## config.mk

```make
export PLATFORM = sky130hd
export DESIGN_NAME = fir_sequencer
export DESIGN_NICKNAME = d
export VERILOG_FILES = /design/src/rtl/fir_seq_pkg.sv /design/src/rtl/fir_step_counter.sv /design/src/rtl/fir_sequencer.sv
export SDC_FILE = /design/constraint.sdc
export NUM_CORES = 1
export LEC_CHECK = 0
export CAP_MARGIN = 20
export CORE_MARGIN = 1.5
export CORE_UTILIZATION = 34
export CTS_CLUSTER_SIZE = 25
export DETAILED_ROUTE_END_ITERATION = 10
export MAX_ROUTING_LAYER = met4
export PLACE_DENSITY = 0.81
export SLEW_MARGIN = 10
export SYNTH_ARGS = -nofsm -noshare
export SYNTH_HDL_FRONTEND = slang
export SYNTH_SLANG_ARGS = --single-unit
export TNS_END_PERCENT = 30
```

## constraint.sdc

```tcl
create_clock -name clk -period 1.4 [get_ports clk]
set_input_delay 0.28 -clock clk [delete_from_list [all_inputs] [get_ports clk]]
set_output_delay 0.28 -clock clk [all_outputs]
set_load 0.01 [all_outputs]
```

## src/rtl/fir_seq_pkg.sv

```systemverilog
// Shared types for the FIR micro-sequencer: micro-op encoding, FSM states
// and the "unused register address" helper.
package fir_seq_pkg;

    typedef enum logic [1:0] {
        OP_NOP  = 2'b00,
        OP_COPY = 2'b01,
        OP_LOAD = 2'b10,
        OP_ADD  = 2'b11
    } op_t;

    typedef enum logic [2:0] {
        ST_IDLE  = 3'd0,
        ST_EIDLE = 3'd1,
        ST_STORE = 3'd2,
        ST_SHIFT = 3'd3,
        ST_ACCUM = 3'd4
    } state_t;

    // All-ones address of width w, used to mark unused src/dest fields.
    function automatic logic [31:0] unused_addr(input int unsigned w);
        return (32'h0000_0001 << w) - 32'h0000_0001;
    endfunction

endpackage

```

## src/rtl/fir_step_counter.sv

```systemverilog
// Step counter k = 0..MAX-1 shared by the SHIFT and ACCUM phases.
module fir_step_counter #(
    parameter int MAX = 4,
    localparam int KW = (MAX > 1) ? $clog2(MAX) : 1
) (
    input  logic          clk,
    input  logic          reset,
    input  logic          clr,
    input  logic          en,
    output logic [KW-1:0] k,
    output logic          terminal
);

    logic [KW-1:0] k_r;

    // Clear takes priority over increment so a phase change always restarts at 0.
    always_ff @(posedge clk) begin
        if (reset || clr) begin
            k_r <= {KW{1'b0}};
        end else if (en) begin
            k_r <= k_r + KW'(1);
        end else begin
            k_r <= k_r;
        end
    end

    assign k        = k_r;
    assign terminal = (k_r == KW'(MAX - 1));

endmodule

```

## src/rtl/fir_sequencer.sv

```systemverilog
// N-tap FIR micro-sequencer: STORE, N window shifts, N accumulates per sample.
// Optional sticky overrun detection is compiled in with FIR_SEQ_OVERRUN_EN.
module fir_sequencer
    import fir_seq_pkg::*;
#(
    parameter int NUM_TAPS = 4,
    parameter int ADDR_W   = 4
) (
    input  logic              clk,
    input  logic              reset,
    input  logic              dr,
    input  logic              overflow,
    output logic              cnt_up,
    output logic              modwait,
    output logic [1:0]        op,
    output logic [ADDR_W-1:0] src1,
    output logic [ADDR_W-1:0] src2,
    output logic [ADDR_W-1:0] dest,
    output logic              err,
    output logic              overrun
);

    localparam int KW = (NUM_TAPS > 1) ? $clog2(NUM_TAPS) : 1;
    localparam logic [ADDR_W-1:0] UNUSED     = ADDR_W'(unused_addr(ADDR_W));
    localparam logic [ADDR_W-1:0] STAGE_ADDR = ADDR_W'(NUM_TAPS + 1);

    if (NUM_TAPS + 3 > 2 ** ADDR_W) begin : g_addr_chk
        $error("fir_sequencer: NUM_TAPS+3 exceeds register file size 2**ADDR_W");
    end
    if (NUM_TAPS < 2) begin : g_taps_chk
        $error("fir_sequencer: NUM_TAPS must be at least 2");
    end

    state_t        state_r;
    state_t        state_next_s;
    logic          cnt_clr_s;
    logic          cnt_en_s;
    logic [KW-1:0] k_s;
    logic          terminal_s;
    op_t           op_s;

    fir_step_counter #(.MAX(NUM_TAPS)) u_step (
        .clk      (clk),
        .reset    (reset),
        .clr      (cnt_clr_s),
        .en       (cnt_en_s),
        .k        (k_s),
        .terminal (terminal_s)
    );

    // Next-state and step-counter control.
    always_comb begin
        state_next_s = state_r;
        cnt_clr_s    = 1'b1;
        cnt_en_s     = 1'b0;
        case (state_r)
            ST_IDLE, ST_EIDLE: begin
                if (dr) state_next_s = ST_STORE;
                else    state_next_s = state_r;
            end
            ST_STORE: begin
                if (dr) state_next_s = ST_SHIFT;
                else    state_next_s = ST_EIDLE;
            end
            ST_SHIFT: begin
                if (terminal_s) begin
                    state_next_s = ST_ACCUM;
                end else begin
                    cnt_clr_s = 1'b0;
                    cnt_en_s  = 1'b1;
                end
            end
            ST_ACCUM: begin
                // The k=0 COPY cannot overflow, so only ADD steps may abort.
                if ((k_s != {KW{1'b0}}) && overflow) begin
                    state_next_s = ST_EIDLE;
                end else if (terminal_s) begin
                    state_next_s = ST_IDLE;
                end else begin
                    cnt_clr_s = 1'b0;
                    cnt_en_s  = 1'b1;
                end
            end
            default: state_next_s = ST_IDLE;
        endcase
    end

    // State register; modwait is loaded from the next-state decode so it is
    // high exactly during the busy states.
    always_ff @(posedge clk) begin
        if (reset) begin
            state_r <= ST_IDLE;
            modwait <= 1'b0;
        end else begin
            state_r <= state_next_s;
            modwait <= (state_next_s == ST_STORE) || (state_next_s == ST_SHIFT) ||
                       (state_next_s == ST_ACCUM);
        end
    end

    // Micro-op decode from state and step counter.
    always_comb begin
        op_s   = OP_NOP;
        src1   = UNUSED;
        src2   = UNUSED;
        dest   = UNUSED;
        cnt_up = 1'b0;
        err    = 1'b0;
        case (state_r)
            ST_IDLE: begin
                op_s = OP_NOP;
            end
            ST_EIDLE: begin
                err = 1'b1;
            end
            ST_STORE: begin
                op_s   = OP_LOAD;
                dest   = STAGE_ADDR;
                cnt_up = 1'b1;
            end
            ST_SHIFT: begin
                op_s = OP_COPY;
                src1 = ADDR_W'(k_s) + ADDR_W'(2);
                dest = ADDR_W'(k_s) + ADDR_W'(1);
            end
            ST_ACCUM: begin
                dest = {ADDR_W{1'b0}};
                if (k_s == {KW{1'b0}}) begin
                    op_s = OP_COPY;
                    src1 = ADDR_W'(1);
                end else begin
                    op_s = OP_ADD;
                    src1 = {ADDR_W{1'b0}};
                    src2 = ADDR_W'(k_s) + ADDR_W'(1);
                end
            end
            default: begin
                op_s = OP_NOP;
            end
        endcase
    end

    assign op = op_s;

`ifdef FIR_SEQ_OVERRUN_EN
    logic dr_prev_r;
    logic overrun_r;

    // A new dr edge while still busy means the input stage outran the filter.
    always_ff @(posedge clk) begin
        if (reset) begin
            dr_prev_r <= 1'b0;
            overrun_r <= 1'b0;
        end else begin
            dr_prev_r <= dr;
            if (state_next_s == ST_STORE) begin
                overrun_r <= 1'b0;
            end else if (dr && !dr_prev_r &&
                         ((state_r == ST_SHIFT) || (state_r == ST_ACCUM))) begin
                overrun_r <= 1'b1;
            end else begin
                overrun_r <= overrun_r;
            end
        end
    end

    assign overrun = overrun_r;
`else
    assign overrun = 1'b0;
`endif

endmodule

```

After elaboration in Yosys (flattened, before gate mapping)
Cells that the tools add are included.
Operators by class
  $lt $le $gt $ge: 0
  multipliers: 0
  shifts and indexed selects: 0
  div/mod/pow operators: 0
  add/subtract/negate cells: 3
  mux-type cells: 21
  reductions and logical operators: 8
  equal/unequal tests: 8
  bitwise logic cells: 0
Operators with widths (count)
  3-bit by 2-bit equality test with 1-bit output, second input constant: 4
  3-bit two-way mux: 4
  3-bit case mux with 4 select lines: 1
  4-bit case mux with 3 select lines: 1
  4-bit two-way mux: 2
  4-bit case mux with 2 select lines: 1
  1-bit two-way mux: 7
  3-bit equality test, second input constant: 2
  2-bit case mux with 3 select lines: 1
  2-bit two-way mux: 2
  1-bit case mux with 2 select lines: 2
  2-bit by 1-bit adder with 3-bit output, second input constant: 1
  2-bit by 2-bit adder with 3-bit output, second input constant: 1
  3-bit by 1-bit equality test with 1-bit output, second input constant: 1
  3-bit logical NOT: 1
  1-bit logical OR: 3
  2-bit by 1-bit adder with 2-bit output, second input constant: 1
  2-bit equality test, second input constant: 1
  2-bit logical NOT: 1
  2-bit nonzero test: 1
  2-bit OR reduction: 1
  1-bit logical AND: 1
Storage, ports and cells
  memories: 0
  output and inout bits: 18
  bits in read-only memories: 0
  logic and storage cells: 43
  latch bits: 0
  RAM bits: 0
  bits in registers: 6

Depth between registers and ports, before layout
Gate-level depths: netlist of run 1.
  depth after elaboration: 7
  mapped depth: 5
  depth with buffers taken out: 5

By module
From an unflattened synthesis of run 1, not the netlist that was laid out.
Second synthesis, totals
  cell total of the unflattened synthesis: 62
  area, all modules: 486.7 um^2
By module, submodules not included
  fir_sequencer: sequential area each 80.1 um^2, area each 395.4 um^2, cells each 55, times used 1
  fir_step_counter: sequential area each 40.0 um^2, area each 91.3 um^2, cells each 7, times used 1

Worst setup path before layout of run 1
Ideal clock, no wire load.
  kind: reg2out
  start: reg state_r[1]
  end: out op[1]
  stages on the path, launching flop included: 6
  buffers on the path: 1
  data arrival time: 1222 ps
  slack: -102 ps
  required time: 1120 ps
  cell sequence: dfxtp_1 -> buf_6 -> or3b_4 -> nor2_1 -> inv_1 -> o21ai_0
Between the ends
  cells in the longest elaborated chain, start to end: 2
  elaborated cells between the ends (all ways): 4
  classes of those cells: eq/ne: 3; mux: 1
Ends and longest elaborated chain
  start, declared: line fir_sequencer.sv:34  | state_t state_r;
  start signal, assigned: line fir_sequencer.sv:95  | state_r <= state_next_s;
  3-bit equality test or 3-bit by 2-bit equality test with 1-bit output (tied branches): line fir_sequencer.sv:109  | case (state_r)
  2-bit case mux with 3 select lines *: line fir_sequencer.sv:109
  end, declared: line fir_sequencer.sv:15  | output logic [1:0] op,
Mark *: on every way between the ends. The rest lies on a longest branch, timed or not.

Final worst setup path of run 1
  start: reg state_r[0]
  end: out dest[1]
Between the ends
  cells in the longest elaborated chain, start to end: 2
  elaborated cells between the ends (all ways): 4
  classes of those cells: eq/ne: 3; mux: 1
Ends and longest elaborated chain
  3-bit equality test or 3-bit by 2-bit equality test with 1-bit output (tied branches): line fir_sequencer.sv:109
  4-bit case mux with 3 select lines *: line fir_sequencer.sv:109
  end, declared: line fir_sequencer.sv:18  | output logic [ADDR_W-1:0] dest,
Marks and branches as above.

==> flow_summary.toml, run 1 <==
[floorplanning]
coreArea_um2 = 1280
num_rows = 13
die_y_um = 39.9
start_util = 0.360
ios = 22
dieArea_um2 = 1590
die_w_um = 39.9

[grt]
grt_pass1_wl_mm = 2.33
grt_max_degree = 9
grt_usage = 0.233
overflow = 0
antenna_found_initial = 0
first_global_vias = 544

[logic_synthesis]
syn-cell-area_um2 = 463
ys_async_sr_fraction = 0
yosysWarnings = 0
synth_area_leaders = "dfxtp_1 (26%), ha_1 (8.1%), a21oi_1 (6.5%)"
synthTopCellsByCount = "a21oi_1 (6), dfxtp_1 (6), inv_1 (5), nand2_1 (5), nor2_1 (5)"
syn_avg_cell_area_um2 = 7.98
netlist_instances = 58
yosysUniqueCellTypes = 30
synth_top_area_cell = "dfxtp_1"
synth_edf_count = 0
ys_seq_area_frac = 0.259
yosys_register_bits = 6
ys.flop_type = "dfxtp_1"
synth.net_count = 65
synth.top_cell.area_share = 0.259

[sta]
min_period_over_period = 1.20
report.final.slew_viol_count = 0
fin_ws_ns = -0.275
finClkSkew_ns = 0.00678
setup-tns-final_ns = -3.34
rsz0062_at_grt = "yes"
max_clock_freq_mhz = 597
hold_violations = 0
fin_crit_ns = 1.67
setup_viol = 18

[run_status]
violations = "setup timing"
outcome = "finished, violations left"

[power]
p_clk_frac = 0.377
power_frac_comb = 0.235
swShare = 0.289
power_density_nw_per_um2 = 525
power_leakage_nw = 0.400
ir_drop_mv = 0.328
internal_power_mw = 0.334
p_total_mw = 0.470
power_frac_seq = 0.389
p_switching_mw = 0.136

[setup_path]
start_kind = "flop"
cp.required_ns = 1.12
reg2reg_slack_ns = -0.16
arrival_ns = 1.39
cp_max_fo = 3
worst_r2r_path_depth = 6
path_class = "reg2out"
critPathCaptureType = "primary output"
rr_startpoint = "state_r[0]"
r2r_end = "u_step.k[1]"

[final_layout]
diodes = 0
final_area_um2 = 895
drive_above_1_share = 0.633
multi_input_area_um2 = 384
nets = 107
area_delta_synth_final_pct = 93.2
fillers = 96
instances_no_fill = 113
seqCellArea_um2 = 124

[hold_path]
hold_class = "reg2reg"
min_to = "u_step.k[0]"
hold_path_depth = 2
min-delay-start = "u_step.k[0]"

[clock_network]
cts_tree = "built"
cts_root_buf = "clkbuf_4"
worstSkewPairLatency_ns = 0.26
h-tree-depth = 1
cts_max_path_buffers = 2
cts.reportedPaths.clkPinSlew_ns = 0.06
cts_buffers = 3
ctsHoldBuffers = 0
clock_sinks = 6

[detailed_routing]
drt_pass1_iterations = 4
wl_per_cell_um = 14.4
drcViolationCount = 0
via_per_inst = 5.08
vias = 574
routed_wirelength_mm = 1.62
initialDrtViolationCount = 13
ant_nets = 0

[job]
timing.max_cap.violations = 0

[placed_design]
place_area_um2 = 766
dpl.hpwl_um = 975
portBuffers = 20
dp_cells = 103
gp_congestion = 0.864
==> worst max path at each step <==
stage	depth (start not counted)	end	startpoint
2_1_floorplan	5	op[1]	state_r[0]
3_3_place_gp	5	op[1]	state_r[1]
3_5_place_dp	5	op[1]	state_r[1]
4_1_cts	5	op[1]	state_r[0]
5_1_grt	6	src1[2]	state_r[1]
6_report	6	dest[1]	state_r[0]
==> flip-flops by register name, summed over array words and instances, names as in the netlist <==
register	cells
u_step.k	2
modwait	1
state_r	3
==> stage by stage <==
| step | util | hold slack, ns | setup slack [ns] |
|---|---|---|---|
| 2_1_floorplan | - | 0.349 | 0.00598 |
| 3_3_place_gp | 0.596 | 0.543 | -0.346 |
| 3_5_place_dp | 0.596 | 0.545 | -0.377 |
| 4_1_cts | 0.656 | 0.548 | -0.252 |
| 5_1_grt | 0.696 | 0.629 | -0.308 |
| 6_report | 0.696 | 0.598 | -0.275 |
==> repair_timing <==
item,in CTS,in global routing
pin swaps,7,6
endpoints found under the setup margin,18,21
resized for setup,87,10
buffers inserted,6,1
==> power groups by stage <==
stage	Clock, mW	Combinational, mW	Sequential (mW)
after floorplan	0	0.0471	0.184
after global placement	0	0.0976	0.183
after detailed placement	0	0.0983	0.184
after CTS	0.173	0.102	0.182
after global routing	0.184	0.118	0.184
final	0.177	0.110	0.183
==> worst max-delay path, cell delays in order, from the launching register on <==
cell and delay (ns):
dfxtp_2 0.34, buf_6 0.12, nor3b_4 0.22, buf_6 0.14
nor2_4 0.03, a21o_1 0.15, buf_2 0.13
==> layout make-up <==
class                   instances  area share
well taps                      15      0.0210
repair buffers                 41       0.365
inverters                       5      0.0210
multi-input cells              43       0.429
clock buffers                   3      0.0252
flip-flops and latches          6       0.138
==> metal layers <==
metal | global-route usage | vias to the layer above | share of wire
met4 | 0.129 | 0 | 0.017
met3 | 0.0455 | 4 | 0.030
li1 | - | 282 | -
met1 | 0.252 | 267 | 0.43
met2 | 0.391 | 21 | 0.52
met5 | - | - | 0
==> layout by cell type (no fill, tap or decap), types with 2 or more instances in the layout <==
master	count
a21oi_1	2
a21oi_2	4
buf_2	14
buf_4	12
buf_6	11
clkbuf_4	3
clkdlybuf4s50_1	3
dfxtp_1	3
dfxtp_2	3
ha_1	3
inv_1	3
inv_2	2
mux2i_1	2
nand2_1	4
nand3b_1	2
nor2_1	2
nor2_4	2
nor2b_1	2
==> cells by family after synthesis <==
group / count (synthesis) / share of synthesized area
other: 1 / 0.00810
DFF: 6 / 0.259
adders and majority gates: 3 / 0.0811
and+or+nand+nor: 24 / 0.327
AOI/OAI and AO/OA: 12 / 0.157
buffers and inverters: 9 / 0.100
muxes: 3 / 0.0676
No activity file was read; power rests on OpenSTA's default activity.
==> run 2: changes to the inputs <==
Settings changed: PLACE_DENSITY 0.81 to 0.71.
==> flow_summary.toml, run 2 (synthesis gave the netlist of run 1 again) <==
[sta]
report.final.slew_viol_count = 0
min_period_over_period = 1.17
fin_ws_ns = -0.241
max_clock_freq_mhz = 609
finClkSkew_ns = 0.00430
setup-tns-final_ns = -3.12
fin_crit_ns = 1.64
rsz0062_at_grt = "yes"
setup_viol = 19
hold_violations = 0

[placed_design]
gp_congestion = 0.746
dpl.hpwl_mm = 1.09
dp_cells = 109
portBuffers = 20

[detailed_routing]
initialDrtViolationCount = 6
drt_pass1_iterations = 3
vias = 597
routed_wirelength_mm = 1.59
ant_nets = 0
wl_per_cell_um = 13.3
drcViolationCount = 0
via_per_inst = 5.02

[setup_path]
critPathSlowestCell = "dfxtp_2"
critPathMostFrequentCell = "buf_6"
crit_chain = "buf_6 > nor3b_4 > buf_6 > buf_6 > nand2_1 > buf_2"
path_delay_family = "buffers and inverters"
slowest_delay_ns = 0.33
arrival_ns = 1.36
path_buf_inv = 4
path_class = "reg2out"
start_kind = "flop"
cp_max_fo = 5
critPathCaptureType = "primary output"
cp.required_ns = 1.12

[floorplanning]
die_w_um = 39.9
die_y_um = 39.9
start_util = 0.360
ios = 22
num_rows = 13
coreArea_um2 = 1280
dieArea_um2 = 1590

[final_layout]
final_common_cell = "buf_4"
drive_above_1_share = 0.644
area_delta_synth_final_pct = 100
diodes = 0
largest_reg_flops = 3
regMostFlops = "state_r"
layout_common_cells = "buf_4 (17), buf_2 (13), buf_6 (13)"
instances_no_fill = 119
nets = 113

[grt]
grt_pass1_wl_mm = 2.39
antenna_found_initial = 0
first_global_vias = 528
grt_usage = 0.243
grt_max_degree = 8
overflow = 0

[clock_network]
h-tree-depth = 1
ctsHoldBuffers = 0
worstSkewPairLatency_ns = 0.25
cts_max_path_buffers = 2
cts_buffers = 3
cts_root_buf = "clkbuf_4"
cts.reportedPaths.clkPinSlew_ns = 0.04
clock_sinks = 6
cts_tree = "built"

[run_status]
outcome = "finished, violations left"
violations = "setup timing"

[power]
ir_drop_mv = 0.452
power_leakage_nw = 0.419
power_density_nw_per_um2 = 492

[hold_path]
hold_class = "reg2reg"

[job]
timing.max_cap.violations = 0
-- run 2: final cells by class --
type / count / area [um^2]
clock buffers: 3 / 22.5
repair buffers: 47 / 378
well taps: 15 / 18.8
multi-input cells: 43 / 365
flip-flops and latches: 6 / 124
inverters: 5 / 18.8
fillers: 104 / 358
-- run 2: routing by layer --
layer  track usage  wire (um)  vias to the layer above
met5             -          0                        -
met4         0.164         71                        0
met3        0.0341         58                        8
met2         0.375        791                       20
met1         0.287        665                      277
li1              -          -                      292
-- run 2: worst register-to-register path, cell delays in order (launching register included) --
cell and delay (ns):
dfxtp_2 0.31, buf_6 0.13, buf_4 0.13, nand3b_1 0.22, buf_4 0.18, mux2_4 0.28
nor4b_2 0.19
-- run 2: per-stage QoR --
stage	hold WS [ns]	utilization	power (mW)	setup slack (ns)	area, um^2
6_report	0.575	0.722	0.456	-0.241	927
4_1_cts	0.572	0.716	0.461	-0.247	920
3_3_place_gp	0.560	0.631	0.287	-0.362	811
5_1_grt	0.591	0.722	0.475	-0.306	927
3_5_place_dp	0.573	0.631	0.289	-0.381	811
2_1_floorplan	0.349	-	0.231	0.00598	469
-- run 2: timing repair --
action | 4_1_cts | 5_1_grt
setup buffers | 7 | 0
pin swaps | 7 | 3
endpoints found under the setup margin | 20 | 21
resized for setup | 94 | 2
-- run 2: final timing paths --
check	startpoint	end	slack, ns	cells past startpoint
setup / recovery	state_r[0]	src2[2]	-0.24	6
hold / removal	u_step.k[0]	u_step.k[0]	0.57	2
setup reg to reg	state_r[2]	u_step.k[1]	-0.12	6
hold reg to reg	u_step.k[0]	u_step.k[0]	0.57	2
-- run 2: where the power goes --
part	leakage (nW)	switching, mW	internal, mW
clock network	0.0138	0.0613	0.0968
logic	0.355	0.0504	0.0639
registers	0.0502	0.00579	0.178
total	0.419	0.117	0.339
